==> src/rtl/greater_bist_pkg.sv <==
// ============================================================================
// greater_bist_pkg : shared FSM state encodings and sizing helpers
// Revision 1.0
// ============================================================================
`default_nettype none

package greater_bist_pkg;

  typedef enum logic [1:0] {
    IDLE   = 2'd0,
    DRIVE  = 2'd1,
    SAMPLE = 2'd2,
    DONE   = 2'd3
  } state_e;

  // The settle counter only has to reach SETTLE-1; keep it at least one bit wide.
  function automatic int settle_width(input int settle);
    return (settle > 2) ? $clog2(settle) : 1;
  endfunction

endpackage

`default_nettype wire

==> src/rtl/greater_bist_ref.sv <==
// ============================================================================
// greater_bist_ref : combinational golden model, unsigned a > b
// Revision 1.0
// ============================================================================
`default_nettype none

module greater_bist_ref #(
  parameter int WIDTH = 2
) (
  input  logic [WIDTH-1:0] a_i,
  input  logic [WIDTH-1:0] b_i,
  output logic             gt_o
);

  assign gt_o = (a_i > b_i);

endmodule

`default_nettype wire

==> src/rtl/greater_bist.sv <==
// ============================================================================
// greater_bist : exhaustive self-test engine for an unsigned a > b comparator
// Revision 1.0
// ============================================================================
`default_nettype none

module greater_bist #(
  parameter int WIDTH  = 2,
  parameter int SETTLE = 1
) (
  input  logic                 clk,
  input  logic                 rst,
  input  logic                 start,
  output logic [WIDTH-1:0]     a,
  output logic [WIDTH-1:0]     b,
  input  logic                 dut_out,
  output logic                 busy,
  output logic                 done,
  output logic                 pass,
  output logic [2*WIDTH:0]     err_count,
  output logic [2*WIDTH-1:0]   first_fail
);

  import greater_bist_pkg::*;

  localparam int VW = 2 * WIDTH;
  localparam int SW = settle_width(SETTLE);
  localparam logic [SW-1:0] SETTLE_LAST = SW'(SETTLE - 1);
  localparam logic [VW-1:0] VEC_LAST    = {VW{1'b1}};

  state_e          state_q;
  logic [VW-1:0]   vec_q;
  logic [VW-1:0]   vec_d;
  logic [SW-1:0]   settle_q;
  logic [SW-1:0]   settle_d;
  logic [VW:0]     err_q;
  logic [VW:0]     err_d;
  logic [VW-1:0]   first_fail_q;
  logic            busy_q;
  logic            done_q;

  logic            expected;
  logic            mismatch;
  logic            vec_last;
  logic            settle_last;

  greater_bist_ref #(
    .WIDTH (WIDTH)
  ) u_ref (
    .a_i  (vec_q[VW-1:WIDTH]),
    .b_i  (vec_q[WIDTH-1:0]),
    .gt_o (expected)
  );

  always_comb begin
    vec_d       = vec_q + VW'(1);
    settle_d    = settle_q + SW'(1);
    err_d       = err_q + (VW+1)'(1);
    mismatch    = (dut_out != expected);
    vec_last    = (vec_q == VEC_LAST);
    settle_last = (settle_q == SETTLE_LAST);
  end

  always_ff @(posedge clk or posedge rst) begin
    if (rst) begin
      state_q      <= IDLE;
      vec_q        <= '0;
      settle_q     <= '0;
      err_q        <= '0;
      first_fail_q <= '0;
      busy_q       <= 1'b0;
      done_q       <= 1'b0;
    end else begin
      case (state_q)
        IDLE, DONE: begin
          if (start) begin
            state_q      <= DRIVE;
            vec_q        <= '0;
            settle_q     <= '0;
            err_q        <= '0;
            first_fail_q <= '0;
            busy_q       <= 1'b1;
            done_q       <= 1'b0;
          end
        end
        DRIVE: begin
          if (settle_last) begin
            state_q <= SAMPLE;
          end else begin
            settle_q <= settle_d;
          end
        end
        SAMPLE: begin
          // dut_out is judged exactly once per vector, on this exit edge.
          if (mismatch) begin
            err_q <= err_d;
            if (err_q == '0) begin
              first_fail_q <= vec_q;
            end
          end
          if (vec_last) begin
            state_q <= DONE;
            busy_q  <= 1'b0;
            done_q  <= 1'b1;
          end else begin
            vec_q    <= vec_d;
            settle_q <= '0;
            state_q  <= DRIVE;
          end
        end
        default: begin
          state_q <= IDLE;
          busy_q  <= 1'b0;
          done_q  <= 1'b0;
        end
      endcase
    end
  end

  assign a          = busy_q ? vec_q[VW-1:WIDTH] : '0;
  assign b          = busy_q ? vec_q[WIDTH-1:0]  : '0;
  assign busy       = busy_q;
  assign done       = done_q;
  assign pass       = done_q && (err_q == '0);
  assign err_count  = err_q;
  assign first_fail = first_fail_q;

endmodule

`default_nettype wire

==> config.mk <==
export PLATFORM = sky130hd
export DESIGN_NAME = greater_bist
export DESIGN_NICKNAME = d
export VERILOG_FILES = /design/src/rtl/greater_bist_pkg.sv /design/src/rtl/greater_bist_ref.sv /design/src/rtl/greater_bist.sv
export SDC_FILE = /design/constraint.sdc
export NUM_CORES = 1
export LEC_CHECK = 0
export BUFFER_PORTS_ARGS = -buffer_cell sky130_fd_sc_hd__buf_2
export CAP_MARGIN = 20
export CORE_ASPECT_RATIO = 1.25
export CORE_UTILIZATION = 40
export DETAILED_ROUTE_END_ITERATION = 8
export HOLD_SLACK_MARGIN = 0.08
export PLACE_DENSITY = 0.62
export SYNTH_ARGS = -nofsm -noshare
export SYNTH_HDL_FRONTEND = slang
export SYNTH_SLANG_ARGS = --single-unit
==> constraint.sdc <==
create_clock -name clk -period 2.88 [get_ports clk]
set_input_delay 0.144 -clock clk [delete_from_list [all_inputs] [get_ports clk]]
set_output_delay 0.144 -clock clk [all_outputs]
set_load 0.02 [all_outputs]
==> qor.yml, run 1 <==
detail-route-antenna-nets: 0
synth_edf_count: 0
die-area_mm2: 0.00274
period_share_pct: 72.1
total_power_w: 0.000956
synth.distinct_cells: 31
leakagePower_nw: 0.577
start_util_pct: 42.1
p_comb_share_pct: 53.3
yosysWarnings: 0
ys_seq_elements: 17
reg2reg_from: "state_q[0]$_DFFE_PP0P_"
io_buffers: 19
drive_gt1_share_pct: 21.2
nets: 145
power_density_mw_per_mm2: 811
cts_htree_levels: 1
worst_slew_pin_slew_ns: 0.664
synth_ff_type: "dfrtp_1"
grt-busiest-layer: "met2"
hpwlAfterDp_um: 1590
die_y_um: 58.2
synth_async_sr_flop_share_pct: 100
synth_area_mm2: 0.00101
p_int_w: 0.000521
finalHoldViolations: 0
maxCapViolCount: 0
postCtsResizedCells: 0
synth_top_area_share_pct: 42.0
met1_usage_pct: 20.7
n_antenna_cell: 0
crit_start: "state_q[0]$_DFFE_PP0P_"
dr.pass1.iters: 4
rsz0062_at_grt: "false"
max_clock_freq_ghz: 0.482
ir_worst_vdd_mv: 0.500
clk_pin_slew_ns: 0.09
cp-start-kind: "flop"
worstPathRequired_ns: 3.07
grt_pass1_wl_um: 3600
r2r-end: "first_fail[3]$_DFFE_PP0P_"
min_period_ns: 2.08
drt_iter0_markers: 21
seq_area_frac_synth_pct: 42.0
cts_made_buffers: 3
finalClockSkew_ns: 0.00636
whs_path_depth: 3
relSlewSlack_pct: 55.7
worstSkewPairLatency_ns: 0.30
fin_setup_tns_ns: 0
crit_type: "reg2reg"
regToRegSetupSlack_ns: 0.80
status: "completed"
crit_arrival_ns: 2.27
drv_slew: 0
rows: 20
chipWidth_um: 47.0
clock_sinks: 17
syn_nets: 122
grtUsageTotal_pct: 18.8
p_sw_w: 0.000435
reg2reg_depth: 6
grt_pass1_vias: 868
critPathMaxFanout: 7
vias_per_cell: 5.31
yosysMostFrequentCell: "dfrtp_1"
drc: 0
wirelength_um: 2110
synth_common_cells: "17 x dfrtp_1, 12 x inv_1, 11 x o21ai_0, 9 x nor2_1"
num_io_pins: 20
root_buffer: "clkbuf_4"
core_mm2: 0.00240
yosys.area.top_type: "dfrtp_1"
p_seq_share_pct: 32.7
p_sw_share_pct: 45.5
worstSetupEndpoint: "first_fail[3]$_DFFE_PP0P_"
via_count: 876
use_met2_pct: 33.1
antenna_found_initial: 0
clkPwrFrac_pct: 14.0
globalRouteOverflowTotal: 0
worstSetupEndpointType: "flop"
routedWlPerCell_um: 12.8
grtUsageMet3_pct: 1.87
min_path_type: "in2reg"
syn_inst: 110
routabilityCongestion: 0.832
clk_path_buf_depth: 2
fillers: 251
synth_area_leaders: "dfrtp_1 42%, ha_1 9.9%, o21ai_0 5.4%, inv_1 4.4%, nor2_1 3.3%"
setup_viol: 0
syn_area_per_cell_um2: 9.20
grt_max_degree: 18
syn2layout_area_growth_pct: 16.4
cts_tree: "built"
[registers in the layout (all words and copies together), names as in the netlist]
register	cells
busy	1
err_count	5
first_fail	4
done	1
state_q	2
vec_q	4
[area by class of cell]
class / instances / area, um^2 / share of cell area, %
Multi-Input combinational cell: 78 / 528 / 44.8
Sequential cell: 17 / 425 / 36.1
Timing Repair Buffer: 21 / 113 / 9.55
Inverter: 12 / 45.0 / 3.82
Tap cell: 33 / 41.3 / 3.50
Clock buffer: 4 / 26.3 / 2.23
[power by group through the flow]
stage          sequential, W  combinational (W)  clock [W]
3_3_place_gp        0.000317           0.000500          0
4_1_cts             0.000314           0.000511   0.000139
3_5_place_dp        0.000318           0.000506          0
2_1_floorplan       0.000322           0.000393          0
5_1_grt             0.000320           0.000585   0.000148
6_report            0.000313           0.000509   0.000134
[through the flow]
stage / cell area (um^2) / utilization (%) / hold slack [ns] / std cells / setup slack [ns]
5_1_grt: 1180 / 49.1 / 0.206 / 165 / 0.557
3_5_place_dp: 1140 / 47.6 / 0.283 / 160 / 0.833
6_report: 1180 / 49.1 / 0.154 / 165 / 0.805
4_1_cts: 1180 / 49.1 / 0.150 / 165 / 0.813
2_1_floorplan: 1010 / - / 0.0701 / 110 / 1.01
3_3_place_gp: 1140 / 47.6 / 0.279 / 160 / 0.868
[critical path, stage by stage (launching register included)]
cell	delay [ns]
dfrtp_1	0.40
inv_1	0.06
ha_1	0.35
nand2b_1	0.16
nor2b_1	0.47
o21ai_0	0.27
a32o_1	0.27
[placed cells by master (no fill, tap or decap), drive strengths merged]
cell type and instances:
o211ai 1, clkbuf 4, nand2 8, and3 1, a41oi 1, nor2 9
o21ai 11, mux2 1, nor2b 1, mux2i 2, nand2b 4, inv 12
and2 3, dlygate4sd3 1, o31a 1, nand4 2, a21oi 7, nor3 3
o2bb2ai 1, a221o 1, a31oi 2, nand3 5, a311o 1, dfrtp 17
ha 8, or4b 1, buf 20, a32o 3, nor4 1
[how the worst min path moves through the flow]
stage | startpoint | endpoint | slack, ns
detailed placement | rst | first_fail[0]$_DFFE_PP0P_ | 0.28
CTS | start | state_q[1]$_DFFE_PP0P_ | 0.15
global placement | rst | first_fail[2]$_DFFE_PP0P_ | 0.28
finish | start | state_q[1]$_DFFE_PP0P_ | 0.15
floorplan | rst | busy$_DFFE_PP0P_ | 0.07
global route | start | state_q[1]$_DFFE_PP0P_ | 0.21
[kinds of logic (layout without fill, tap and decap cells)]
group	after synthesis	in the layout	share of synthesized area, %
compound gates	29	29	18.8
fa+ha+maj	8	8	9.89
buf+inv	15	37	5.81
flops	17	17	42.0
mux	3	3	3.09
simple gates	38	38	20.4
[timing repair]
item,4_1_cts,5_1_grt
setup buffers,0,0
hold endpoints to repair,17,0
setup endpoints to repair,0,0
hold buffers,1,0
[routing by layer]
layer | wire [um] | part of all wire (%)
met1 | 875 | 41
met2 | 1120 | 53
met3 | 56 | 2.7
met4 | 57 | 2.7
met5 | 0 | 0
Power figures use the tool's default switching activity.
==> inputs of run 2 (changes only) <==
Settings changed: ABC_AREA from default to 1.
Clock period 2.88 ns to 2.07 ns, I/O delays scaled along.
==> qor.yml, run 2 <==
chipWidth_um: 48.6  # +3.4%
critPathMaxFanout: 13  # +6
r2r-end: "done$_DFFE_PP0P_"
hp-start: "start"
worst_slew_pin_slew_ns: 0.664  # -0.000154 ns
routabilityCongestion: 0.815  # -2.0%
clk_pin_slew_ns: 0.10  # about the same
regToRegSetupSlack_ns: 0.33  # -0.48 ns
die-area_mm2: 0.00293  # +7.0%
finalClockSkew_ns: 0.00161  # -0.00476 ns
drc: 0  # unchanged
power_density_mw_per_mm2: 1250  # +55%
grt_pass1_wl_um: 3700  # +2.7%
drv_slew: 0  # unchanged
n_antenna_cell: 0  # unchanged
synth.distinct_cells: 22  # -29%
maxCapViolCount: 0  # unchanged
final_cell_mix: "49 x nand2_1, 24 x inv_1, 19 x buf_2"
place_inst: 195  # +22%
worst-path-stages: 8  # +2
synth_common_cells: "49 x nand2_1, 24 x inv_1, 17 x dfrtp_1, 12 x nand3_1, 9 x nor2_1"
syn_nets: 156  # +28%
synth_async_sr_flop_share_pct: 100  # unchanged
cpPeakStageDelay_ns: 0.43  # -0.04 ns
yosysWarnings: 0  # unchanged
final_common_cell: "nand2_1"
clk_path_buf_depth: 2  # unchanged
detail-route-antenna-nets: 0  # unchanged
seq_area_frac_synth_pct: 39.2  # -2.9 points
synth_area_leaders: "dfrtp_1 39%, nand2_1 17%, ha_1 9.2%, inv_1 8.3%, nand3_1 5.5%"
path_cells: "inv_1 > ha_1 > nand2_1 > nor2_1 > inv_2 > a21oi_4 > nand2_1 > o21a_1"
core_mm2: 0.00250  # +4.2%
status: "completed"
clock_sinks: 17  # unchanged
synth_area_mm2: 0.00109  # +7.3%
grtUsageTotal_pct: 16.8  # -2.0 points
final_core_util_pct: 49.8  # +0.69 points
grt_max_degree: 18  # unchanged
crit_start: "state_q[0]$_DFFE_PP0P_"
synth_edf_count: 0  # unchanged
hold_path_end: "state_q[1]$_DFFE_PP0P_"
yosysMostFrequentCell: "nand2_1"
largest_reg_flops: 5  # unchanged
root_buffer: "clkbuf_4"
via_count: 933  # +6.5%
routedWlPerCell_um: 10.6  # -17%
fillers: 252  # +0.40%
finalInstanceArea_mm2: 0.00124  # +5.6%
min_path_type: "in2reg"
antenna_found_initial: 0  # unchanged
crit_arrival_ns: 1.93  # -0.34 ns
ir_worst_vdd_mv: 0.802  # +60%
synth_ff_type: "dfrtp_1"
setup_viol: 0  # unchanged
syn2layout_area_growth_pct: 14.6
finalHoldViolations: 0  # unchanged
hpwlAfterDp_um: 1570  # -1.8%
dr.pass1.iters: 4  # unchanged
max_clock_freq_ghz: 0.573  # +19%
path_common_cell: "nand2_1"
crit_type: "reg2reg"
nets: 180  # +24%
cts_setup_buffers: 0  # unchanged
num_io_pins: 20  # unchanged
synth_top_area_share_pct: 39.2  # -2.9 points
drive_gt1_share_pct: 20.4  # -0.85 points
cts_tree: "built"
whs_path_depth: 4  # +1
fin_setup_tns_ns: 0  # unchanged
die_y_um: 60.3  # +3.5%
crit_slowest_cell: "dfrtp_1"
syn_area_per_cell_um2: 7.54  # -18%
io_buffers: 19  # unchanged
globalRouteOverflowTotal: 0  # unchanged
crit_family: "flip-flops"
worstPathRequired_ns: 2.26  # -0.81 ns
ys_seq_elements: 17  # unchanged
yosys.area.top_type: "dfrtp_1"
worstSkewPairLatency_ns: 0.29  # about the same
worstSetupEndpointType: "flop"
reg2reg_from: "state_q[0]$_DFFE_PP0P_"
cts_made_buffers: 3  # unchanged
layout.cells.non_filler: 200  # +21%
relSlewSlack_pct: 55.7  # about the same
rows: 20  # unchanged
min_period_ns: 1.74  # -0.331 ns
worst-path-buf-inv: 2  # +1
dpl_cell_area_mm2: 0.00121  # +5.8%
grt_pass1_vias: 871  # +0.35%
wirelength_um: 2120  # +0.33%
start_util_pct: 43.4  # +1.3 points
total_power_w: 0.00156  # +63%
syn_inst: 144  # +31%
rsz0062_at_grt: "false"
reg2reg_depth: 8  # +2
period_share_pct: 84.3  # +12 points
cp-start-kind: "flop"
leakagePower_nw: 0.755  # +31%
vias_per_cell: 4.67  # -12%
cts_htree_levels: 1  # unchanged
drt_iter0_markers: 14  # -33%
-- run 2: area by class of cell --
class	instances	area, um^2	share of cell area (%)
Clock buffer	4	26.3	2.11
Timing Repair Buffer	20	105	8.44
Tap cell	33	41.3	3.32
Multi-Input combinational cell	98	542	43.5
Sequential cell	17	425	34.2
Inverter	28	105	8.44
-- run 2: worst register-to-register path, delay by kind of cell (launching register included) --
| kind | cells | cell delay, ns |
|---|---|---|
| and+or+nand+nor | 3 | 0.38 |
| adders and majority gates | 1 | 0.43 |
| buffers and inverters | 2 | 0.16 |
| DFF | 1 | 0.43 |
| AOI/OAI and AO/OA | 2 | 0.24 |
-- run 2: through the flow --
step / hold slack (ns) / setup WS [ns]
after global routing: 0.108 / 0.162
after global placement: 0.230 / 0.405
after floorplan: 0.0296 / 0.551
after detailed placement: 0.233 / 0.334
final: 0.111 / 0.326
after CTS: 0.104 / 0.316
-- run 2: timing repair --
item                      in CTS  in global routing
hold endpoints to repair      17                  0
gates resized for setup        0                  0
hold buffers                   1                  0
-- run 2: logic make-up (layout without fill, tap and decap cells) --
logic type,count (synthesis),after routing,synth area share [%]
compound gates,11,11,7.26
flops,17,17,39.2
xor+xnor,1,1,0.807
simple gates,78,78,32.6
buf+inv,29,52,10.9
fa+ha+maj,8,8,9.22
-- run 2: how the worst max path moves through the flow --
stage	to	slack, ns
after detailed placement	done$_DFFE_PP0P_	0.33
after global placement	done$_DFFE_PP0P_	0.41
final	done$_DFFE_PP0P_	0.33
after CTS	done$_DFFE_PP0P_	0.32
after global routing	done$_DFFE_PP0P_	0.16
after floorplan	first_fail[0]$_DFFE_PP0P_	0.55
-- run 2: report_power, final --
part	switching, W	internal, W	total (W)
logic	0.000572	0.000304	0.000876
clock network	0.000104	0.0000748	0.000179
registers	0.0000949	0.000412	0.000507
-- run 2: routing by layer --
layer / up-vias / part of all wire [%] / global-route usage [%]
li1: 487 / - / -
met1: 427 / 46 / 19.2
met2: 17 / 50 / 30.6
met3: 2 / 2.8 / 2.29
met4: 0 / 0.80 / 8.82
met5: - / 0 / 0
==> inputs of run 3 (changes only) <==
Settings changed: ABC_AREA 1 to 0.
Clock period 2.07 ns to 1.7 ns, I/O delays scaled along.
==> qor.yml, run 3 (synthesis results as in run 1) <==
routabilityCongestion: 0.802  # -1.6%
final_cell_mix: "21 x buf_4, 18 x buf_2, 16 x dfrtp_1"
clk_pin_slew_ns: 0.10  # about the same
cts_tree: "built"
setup_viol: 8  # +8
whs_path_depth: 3  # -1
hpwlAfterDp_um: 1770  # +13%
clock_sinks: 17  # unchanged
max_clock_freq_ghz: 0.565  # -1.5%
largest_reg_flops: 5  # unchanged
drive_gt1_share_pct: 41.4  # +21 points
n_antenna_cell: 0  # unchanged
critPathMaxFanout: 3  # -10
reg2reg_depth: 6  # -2
core_mm2: 0.00240  # -4.0%
cts_made_buffers: 3  # unchanged
finalInstanceArea_mm2: 0.00141  # +13%
worstSkewPairLatency_ns: 0.29  # about the same
num_io_pins: 20  # unchanged
min_period_ns: 1.77  # +0.0259 ns
finalHoldViolations: 0  # unchanged
chipWidth_um: 47.0  # -3.3%
rsz0062_at_grt: "true"
worstSetupEndpointType: "flop"
maxCapViolCount: 0  # unchanged
clk_path_buf_depth: 2  # unchanged
globalRouteOverflowTotal: 0  # unchanged
cts_htree_levels: 1  # unchanged
finalClockSkew_ns: 0.00934  # +0.00773 ns
worstPathRequired_ns: 1.87  # -0.39 ns
worst_slew_pin_slew_ns: 0.680  # +0.0166 ns
nets: 165  # -8.3%
min_path_type: "in2reg"
wirelength_um: 2370  # +12%
drc: 0  # unchanged
grt_pass1_wl_um: 3750  # +1.3%
via_count: 956  # +2.5%
drv_slew: 0  # unchanged
routedWlPerCell_um: 12.8  # +21%
io_buffers: 19  # unchanged
grt_max_degree: 18  # unchanged
power_density_mw_per_mm2: 1410  # +12%
die-area_mm2: 0.00274  # -6.5%
rows: 20  # unchanged
violations: "negative setup slack"
vias_per_cell: 5.17  # +11%
final_common_cell: "buf_4"
syn2layout_area_growth_pct: 39.6
leakagePower_nw: 0.689  # -8.7%
place_ws_ns: -0.0894  # -0.424 ns
cp-start-kind: "flop"
timing.final.ws_setup_ns: -0.0702  # -0.396 ns
ir_worst_vdd_mv: 0.777  # -3.2%
grt_pass1_vias: 886  # +1.7%
antenna_found_initial: 0  # unchanged
detail-route-antenna-nets: 0  # unchanged
crit_arrival_ns: 1.94  # about the same
relSlewSlack_pct: 54.6  # -1.1 points
dr.pass1.iters: 4  # unchanged
period_share_pct: 104  # +20 points
status: "finished with violations"
die_y_um: 58.2  # -3.3%
dpl_cell_area_mm2: 0.00127  # +4.9%
start_util_pct: 42.1  # -1.3 points
crit_type: "reg2reg"
drt_iter0_markers: 26  # +12
root_buffer: "clkbuf_4"
grtUsageTotal_pct: 19.3  # +2.5 points
-- run 3: cell count changes in the layout (fill, tap and decap cells not counted), sizes merged, moves of 4 or more --
| cell | delta |
|---|---|
| o21ai | +6 |
| inv | -16 |
| buf | +21 |
| nand2b | +4 |
| nand2 | -43 |
| nand3 | -8 |
-- run 3: final timing paths --
check                                                from                   endpoint  slack [ns]
worst max-delay path                 vec_q[3]$_DFFE_PP0P_  first_fail[2]$_DFFE_PP0P_       -0.07
worst min-delay path                                start     state_q[1]$_DFFE_PP0P_        0.15
worst max register to register       vec_q[3]$_DFFE_PP0P_  first_fail[2]$_DFFE_PP0P_       -0.07
worst min register to register  first_fail[1]$_DFFE_PP0P_  first_fail[1]$_DFFE_PP0P_        0.50
max in group asynchronous                             rst   err_count[0]$_DFFE_PP0P_        0.80
min in group asynchronous                             rst   err_count[2]$_DFFE_PP0P_        0.43
-- run 3: layout make-up --
cell class,instances,area [um^2]
Sequential cell,17,427
Fill cell,234,990
Clock buffer,4,26.3
Inverter,12,45.0
Timing Repair Buffer,41,269
Multi-Input combinational cell,78,604
Tap cell,33,41.3
-- run 3: routing by layer --
metal	vias up	global-route usage [%]	share of wire (%)
met1	465	21.2	42
met5	-	0	0
met2	14	35.5	55
li1	475	-	-
met4	0	7.35	0.72
met3	2	2.80	2.3
-- run 3: per-stage QoR --
step / utilization, % / power [W] / setup TNS, ns / hold slack [ns] / instances
after global routing: 58.8 / 0.00214 / -0.668 / 0.145 / 185
after global placement: 52.8 / 0.00157 / -0.0385 / 0.221 / 175
after detailed placement: 52.8 / 0.00160 / -0.536 / 0.219 / 175
after CTS: 56.9 / 0.00192 / -0.183 / 0.128 / 182
final: 58.8 / 0.00199 / -0.263 / 0.146 / 185
after floorplan: - / 0.00123 / -0.0760 / 0.0110 / 110
-- run 3: report_power, final --
part	switching [W]	total (W)	internal (W)
combinational	0.000704	0.00127	0.000570
sequential	0.0000318	0.000497	0.000466
clock	0.000126	0.000217	0.0000912
total	0.000861	0.00199	0.00113
-- run 3: critical path: stages, from the launching register on --
cell	delay (ns)
dfrtp_1	0.43
ha_4	0.30
nand2b_4	0.06
a221o_1	0.33
a21oi_2	0.20
nor3_1	0.06
a311o_1	0.27
-- run 3: repair_timing --
item	4_1_cts	5_1_grt
endpoints found under the hold margin	17	0
hold buffers	1	0
pin swaps	5	5
buffers inserted	2	3
endpoints found under the setup margin	10	13
gates resized for setup	9	9
